--- src/rtl/lfsr_capture_fifo.sv ---
// lfsr_capture_fifo
//   Captures a bounded (capture_len != 0) or continuous (capture_len == 0,
//   ended by stop) run of LFSR words into a DEPTH-entry FIFO. The bus-side
//   reader takes the words out over a valid/ready handshake. Words offered
//   while the FIFO is full and not being popped are dropped and counted.
//   The block reports capture completion with a one-cycle done pulse.
//
// Optional feature (macro LFSR_CAPTURE_STUCK_DETECT_EN):
//   If the macro is defined, stuck_err flags an offered word of zero, or an
//   offered word equal to the previous one since start. It stays set until
//   the next honoured start or rst. If the macro is undefined, stuck_err is
//   tied to 0.
//
// Ports:
//   clk, rst            clock (posedge), asynchronous active-high reset
//   start, stop         capture control pulses (start honoured in IDLE,
//                       stop honoured in CAPTURE; start wins in IDLE)
//   capture_len         words to capture, 0 = continuous; sampled on start
//   in_valid, in_data   upstream LFSR word stream (no backpressure)
//   out_valid, out_ready, out_data
//                       first-word fall-through read port
//   level               FIFO occupancy
//   busy                capture or drain in progress
//   done                one-cycle pulse when the drain completes
//   overflow_cnt        words dropped since the last start (saturating)
//   stuck_err           sticky upstream-lockup flag (see above)
//
// Handshake: a word moves from the FIFO to the consumer at every rising
// edge where out_valid && out_ready. out_valid depends only on FIFO state,
// never on out_ready. out_data reads 0 while out_valid is 0, and the
// consumer must not rely on it then.
//
// The FSM state is held in state_q (type state_t) so that checkers can
// bind to it.

module lfsr_capture_fifo #(
    parameter int DATA_W = 32,
    parameter int DEPTH  = 8,
    parameter int CNT_W  = 16
) (
    input  logic                     clk,
    input  logic                     rst,
    input  logic                     start,
    input  logic                     stop,
    input  logic [CNT_W-1:0]         capture_len,
    input  logic                     in_valid,
    input  logic [DATA_W-1:0]        in_data,
    output logic                     out_valid,
    input  logic                     out_ready,
    output logic [DATA_W-1:0]        out_data,
    output logic [$clog2(DEPTH):0]   level,
    output logic                     busy,
    output logic                     done,
    output logic [CNT_W-1:0]         overflow_cnt,
    output logic                     stuck_err
);

    localparam int PW = $clog2(DEPTH);
    localparam int LW = PW + 1;
    localparam logic [LW-1:0] FULL_LVL = LW'(DEPTH);

    typedef enum logic [1:0] {
        ST_IDLE    = 2'd0,
        ST_CAPTURE = 2'd1,
        ST_DRAIN   = 2'd2
    } state_t;

    state_t            state_q, state_d;
    logic              done_q, done_d;
    logic [CNT_W-1:0]  len_q;
    logic [CNT_W-1:0]  offered_q;
    logic [CNT_W-1:0]  offered_next;
    logic [CNT_W-1:0]  ovf_q;
    logic [PW-1:0]     wr_ptr_q, rd_ptr_q;
    logic [LW-1:0]     level_q;
    logic [DATA_W-1:0] mem [DEPTH];

    logic full, pop, offer, push, drop, start_take;

    always_comb begin
        state_d      = state_q;
        done_d       = 1'b0;
        full         = (level_q == FULL_LVL);
        pop          = (level_q != '0) && out_ready;
        offer        = (state_q == ST_CAPTURE) && in_valid;
        // A full FIFO still takes a word when the same edge pops one.
        push         = offer && (!full || pop);
        drop         = offer && full && !pop;
        start_take   = (state_q == ST_IDLE) && start;
        offered_next = offered_q + CNT_W'(1);

        case (state_q)
            ST_IDLE: begin
                if (start) state_d = ST_CAPTURE;
            end
            ST_CAPTURE: begin
                // Dropped words count too, so a bounded capture always
                // spans exactly capture_len valid input cycles.
                if (stop || (offer && (len_q != '0) && (offered_next == len_q)))
                    state_d = ST_DRAIN;
            end
            ST_DRAIN: begin
                if (level_q == '0) begin
                    state_d = ST_IDLE;
                    done_d  = 1'b1;
                end
            end
            default: state_d = ST_IDLE;
        endcase
    end

    always_ff @(posedge clk or posedge rst) begin
        if (rst) begin
            state_q   <= ST_IDLE;
            done_q    <= 1'b0;
            len_q     <= '0;
            offered_q <= '0;
            ovf_q     <= '0;
            wr_ptr_q  <= '0;
            rd_ptr_q  <= '0;
            level_q   <= '0;
        end else begin
            state_q <= state_d;
            done_q  <= done_d;

            if (start_take) begin
                len_q     <= capture_len;
                offered_q <= '0;
            end else if (offer) begin
                offered_q <= offered_next;
            end

            if (start_take)
                ovf_q <= '0;
            else if (drop && (ovf_q != '1))
                ovf_q <= ovf_q + CNT_W'(1);

            if (push) wr_ptr_q <= wr_ptr_q + PW'(1);
            if (pop)  rd_ptr_q <= rd_ptr_q + PW'(1);

            case ({push, pop})
                2'b10:   level_q <= level_q + LW'(1);
                2'b01:   level_q <= level_q - LW'(1);
                default: level_q <= level_q;
            endcase
        end
    end

    // The storage array has no reset. Reads are gated by level, so stale
    // contents are never visible.
    always_ff @(posedge clk) begin
        if (push) mem[wr_ptr_q] <= in_data;
    end

`ifdef LFSR_CAPTURE_STUCK_DETECT_EN
    logic [DATA_W-1:0] prev_q;
    logic              have_prev_q;
    logic              stuck_q;

    always_ff @(posedge clk or posedge rst) begin
        if (rst) begin
            prev_q      <= '0;
            have_prev_q <= 1'b0;
            stuck_q     <= 1'b0;
        end else if (start_take) begin
            prev_q      <= '0;
            have_prev_q <= 1'b0;
            stuck_q     <= 1'b0;
        end else if (offer) begin
            if ((in_data == '0) || (have_prev_q && (in_data == prev_q)))
                stuck_q <= 1'b1;
            prev_q      <= in_data;
            have_prev_q <= 1'b1;
        end
    end

    assign stuck_err = stuck_q;
`else
    assign stuck_err = 1'b0;
`endif

    assign out_valid    = (level_q != '0);
    assign out_data     = (level_q != '0) ? mem[rd_ptr_q] : '0;
    assign level        = level_q;
    assign busy         = (state_q != ST_IDLE);
    assign done         = done_q;
    assign overflow_cnt = ovf_q;

endmodule

--- config.mk ---
export PLATFORM = sky130hd
export DESIGN_NAME = lfsr_capture_fifo
export DESIGN_NICKNAME = d
export VERILOG_FILES = /design/src/rtl/lfsr_capture_fifo.sv
export SDC_FILE = /design/constraint.sdc
export NUM_CORES = 1
export LEC_CHECK = 0
export ABC_AREA = 1
export BUFFER_PORTS_ARGS = -buffer_cell sky130_fd_sc_hd__buf_2
export CORE_AREA = 4 4 217 166
export CTS_CLUSTER_SIZE = 24
export DETAILED_ROUTE_END_ITERATION = 7
export DIE_AREA = 0 0 221 170
export PLACE_DENSITY_LB_ADDON = 0.12
export SLEW_MARGIN = 0
export SYNTH_ARGS = -nofsm -noshare
export SYNTH_HDL_FRONTEND = slang
export SYNTH_SLANG_ARGS = --single-unit
--- constraint.sdc ---
create_clock -name clk -period 4.3 [get_ports clk]
set_clock_uncertainty 0.1 [all_clocks]
set_input_delay 0.645 -clock clk [delete_from_list [all_inputs] [get_ports clk]]
set_output_delay 0.645 -clock clk [all_outputs]
set_load 0.02 [all_outputs]
# Word level (Yosys, flattened, before mapping)
# Memory sizes are Yosys's and may differ from the RTL's.
# Cells that the tools add are included.
[op_classes]
n_addsub = 6
n_eq_ne = 10
mux = 14
reduce_logical = 22
[ops]
columns = ["operator", "count"]
rows = [
  ["$mux 16", 4],
  ["$add 16x1->16 const B", 2],
  ["$mux 32", 1],
  ["$eq 16x16->1", 1],
  ["$ne 16x16->1 const B", 1],
  ["$reduce_bool 16->1", 1],
  ["$logic_and 1x1->1", 9],
  ["$pmux 4 s2", 1],
  ["$reduce_bool 2->1", 4],
  ["$add 3x1->3 const B", 2],
  ["$mux 2", 3],
  ["$pmux 2 s3", 1],
  ["$add 4x1->4 const B", 1],
  ["$eq 2x1->1 const B", 2],
  ["$eq 2x2->1 const B", 2],
  ["$eq 4x4->1 const B", 1],
  ["$logic_not 4->1", 1],
  ["$mux 1", 4],
  ["$ne 2x2->1 const B", 2],
  ["$reduce_bool 4->1", 1],
  ["$sub 4x1->4 const B", 1],
  ["$reduce_and 3->1", 1],
  ["$logic_not 1->1", 2],
  ["$logic_not 2->1", 1],
  ["2 further kinds", 3],
]
[totals]
reg_bits = 61
ram_bits = 256
output_inout_bits = 56
mem_count = 1
[mem_list]
columns = ["memory", "words", "width", "rd", "rd_ports_with_merged_regs", "write_ports", "line_no", "rtl"]
rows = [
  ["mem", 8, 32, 1, 0, 1, "76", "logic [DATA_W-1:0] mem [DEPTH];"],
]

# Logic depth before layout (Yosys ltp)
[depth]
depth_word = 7
ltp_mapped = 15
mapped_depth_nobuf = 15

# Worst setup path after synthesis
# OpenSTA, ideal clock, no wires.
[synth_path]
path_kind = "in2reg"
startpoint = "input port in_valid"
endpoint = "memory mem[0][0] (enable)"
arrival_time_ns = 2.684
setup_slack_ns = 1.095
path_stages = 6
path_buffers = 1
path_cell_list = "nand2_2 > buf_6 > inv_2 > nand2_1 > or2_2 > nor2_1"
[synth_between]
elab_chain_cells = 4
[synth_rtl]
columns = ["element", "line_no", "rtl"]
rows = [
  ["from (decl)", "46", "input logic in_valid,"],
  ["$logic_and 1x1->1", "85", "offer = (state_q == ST_CAPTURE) && in_valid;"],
  ["$logic_and 1x1->1", "87", "push = offer && (!full || pop);"],
  ["$mux 1", "152", "if (push) mem[wr_ptr_q] <= in_data;"],
  ["$mux 1 (implied by the code)", "152", ""],
  ["to (decl)", "76", ""],
]
# No other way between the ends.

# Final worst setup path
[layout_path]
startpoint = "register level_q[0], in the netlist level[0]"
endpoint = "output port out_data[3]"
[layout_between]
elab_chain_cells = 2
[layout_rtl]
columns = ["element", "line_no", "rtl"]
rows = [
  ["from (decl)", "75", "logic [LW-1:0] level_q;"],
  ["from (signal assigned)", "142", "2'b10: level_q <= level_q + LW'(1);"],
  ["from (signal assigned)", "143", "2'b01: level_q <= level_q - LW'(1);"],
  ["from (signal assigned)", "144", "default: level_q <= level_q;"],
  ["$reduce_bool 4->1", "183", "assign out_data = (level_q != '0) ? mem[rd_ptr_q] : '0;"],
  ["$mux 32", "183", ""],
  ["to (decl)", "50", "output logic [DATA_W-1:0] out_data,"],
]
# No other way between the ends.

==> results.toml <==
[critical_path]
crit_chain = "nor4_1 -> inv_1 -> buf_4 -> o21ai_0 -> a31oi_1 -> buf_2"
slowest_stage = "inv_1"
critical_path_buf_inv_count = 3
critPathMaxFanout = 18
critPathKind = "register to primary output"
startpoint_type = "register"
required_ns = 3.56
end_kind = "primary output"
path_delay_family = "buffers and inverters"
worstPathArrival_ns = 2.77
cpPeakStageDelay_ns = 0.59

[clock_tree]
hold_buffers = 0
path_clk_slew_ns = 0.06
cts_resized = 0
cts_buffer_depth = 3
insertion_delay_ns = 0.52
cts_buffers = 35
cts-root-buf = "clkbuf_16"
cts_max_level = 2
cts_sinks = 317
cts_tree = "yes"
post_cts_buffers = 0

[sta]
hold_viol_final = 0
tightestPinTransition_ns = 0.901
rsz0062_at_grt = "no"
slew_headroom_pct = 39.9
fin_crit_sh_pct = 81.6
period_needed_ns = 3.51
finalSetupViolCount = 0
final.setup.tns_ns = 0
slew_violations = 0
fmax_mhz = 285

[routing]
avgRoutedWirePerCell_um = 18.5
drt_iter0_markers = 684
first_pass_iters = 5
drt_wl_total_um = 32800
viasPerCell = 5.09
drc = 0
ant_nets = 0
via_count = 9032

[logic_synthesis]
synth_seq_cells = 317
synth_cell_types = 39
synth_fp_nets = 1246
netlist_instances = 1185
yosysSeqAreaShare_pct = 68.7
ys.flop_type = "edfxtp_1"
ys_warn_count = 0
synth_area_um2 = 13400
avgSynthCellArea_um2 = 11.3
synth_edf_count = 256
async_flop_share_pct = 19.2

[grt]
grt-ovfl-total = 0
grt_pass1_wl_um = 50900
grt_pass1_vias = 8657
antenna_found_initial = 1
track_usage_pct = 17.1
grt_max_degree = 101

[placement]
portBuffers = 108
gp_congestion = 0.860
place.detailed.hpwl_um = 19200

[final_layout]
mostFrequentLayoutCells = "edfxtp_1, nor2_1, o21ai_0"
layout_commonest_cell = "edfxtp_1"
seqCellArea_um2 = 9220
nets = 1352
n_fill_cell = 3178
multi_input_area_um2 = 3770
layout-drive-gt1-share_pct = 16.8
area_growth_pct = 16.6

[power_and_ir_drop]
leakage_nw = 5.69
finalPower_mw = 10.1
powerDensity_nw_per_um2 = 646
max-vdd-ir-drop_uv = 434

[floorplan]
num_rows = 59
core-area_um2 = 34100
initial_core_util_pct = 39.3
dieArea_um2 = 37600
die_width_um = 221
chipHeight_um = 170
io_pins = 110

[status]
outcome = "finished, final reports clean"

[job]
drv_cap = 0

[min_path]
hp-class = "input port to asynchronous set/reset pin"
==> logic make-up (layout without fill, tap and decap cells) <==
family          after synthesis  in the layout  synth area share (%)
simple gates                436            436                  14.0
flops                       317            317                  68.7
fa+ha+maj                     7              7                 0.709
compound gates              281            281                  11.3
buf+inv                     125            257                  3.63
other cells                   1              2                0.0280
xor+xnor                     18             18                  1.59
==> worst reg2reg max path, cell delays in order, from the launching register on <==
cell and delay (ns):
dfrtp_1 0.45, nor4_1 0.40, inv_1 0.45, nand2_1 0.31, nor2_1 0.13, ha_1 0.33, a21oi_1 0.14, nand2_1 0.09
o21ai_1 0.16, xor2_1 0.16, inv_1 0.06
==> through the flow <==
step	hold slack (ns)	instance area [µm²]	worst slack, ns	utilization, %	cells
after global routing	0.221	15600	0.615	45.8	1774
after CTS	0.192	15600	0.707	45.8	1774
after detailed placement	0.408	14500	1.24	42.6	1711
final	0.194	15600	0.789	45.8	1775
after floorplan	0.366	13400	1.09	-	1185
after global placement	0.399	14500	1.32	42.6	1711
==> metal layers <==
layer | part of all wire (%) | GRT usage [%] | up-vias
li1 | - | - | 4412
met1 | 49 | 25.2 | 4375
met2 | 45 | 26.5 | 202
met3 | 4.6 | 3.33 | 41
met4 | 1.7 | 4.18 | 2
met5 | 0.021 | 0 | -
==> power breakdown <==
| group | switching [mW] | internal [mW] | total, mW |
|---|---|---|---|
| sequential | 0.197 | 3.60 | 3.80 |
| clock | 1.20 | 1.69 | 2.89 |
| combinational | 2.35 | 1.06 | 3.41 |
==> path summary, 6_finish.rpt <==
path,from,endpoint,slack [ns],cells after the start
min,rst,overflow_cnt[6]$_DFFE_PP0P_,0.19,2
min reg2reg,state_q[0]$_DFFE_PP0P_,done$_DFF_PP0_,0.41,1
min in group clk,capture_len[11],len_q[11]$_DFFE_PP0P_,0.22,3
max,level[0]$_DFFE_PP0P_,out_data[3],0.79,6
max in group asynchronous,rst,overflow_cnt[14]$_DFFE_PP0P_,3.03,3
max reg2reg,level[0]$_DFFE_PP0P_,level[3]$_DFFE_PP0P_,1.42,10
==> sequential cells by signal (all words and copies together) (netlist names) <==
signal	flops
wr_ptr_q	3
done	1
len_q	16
mem	256
overflow_cnt	16
offered_q	16
level	4
state_q	2
rd_ptr_q	3
==> layout make-up <==
type,instances,share of cell area [%]
clock inverter,13,0.833
tap,457,3.66
timing repair buffer,130,4.68
sequential,317,59.0
clock buffer,50,6.17
antenna,1,0.0160
inverter,64,1.55
multi-input combinational,743,24.1
==> Yosys cell counts (5+ instances only) <==
| cell type | number | area (µm²) |
|---|---|---|
| dfrtp_1 | 61 | 1530 |
| nand2_1 | 118 | 443 |
| nand3_1 | 39 | 195 |
| a31oi_1 | 35 | 219 |
| o22ai_1 | 41 | 257 |
| buf_1 | 5 | 18.8 |
| clkbuf_1 | 49 | 184 |
| o21ai_1 | 5 | 25.0 |
| edfxtp_1 | 256 | 7690 |
| ha_1 | 6 | 75.1 |
| a21oi_1 | 13 | 65.1 |
| inv_1 | 60 | 225 |
| nand2_2 | 6 | 37.5 |
| nor2_4 | 9 | 101 |
| nor3_1 | 11 | 55.1 |
| nor2_1 | 229 | 860 |
| buf_2 | 5 | 25.0 |
| o21ai_0 | 180 | 901 |
| nand4_1 | 9 | 56.3 |
| xor2_1 | 12 | 105 |
No activity file was read; power rests on OpenSTA's default activity.
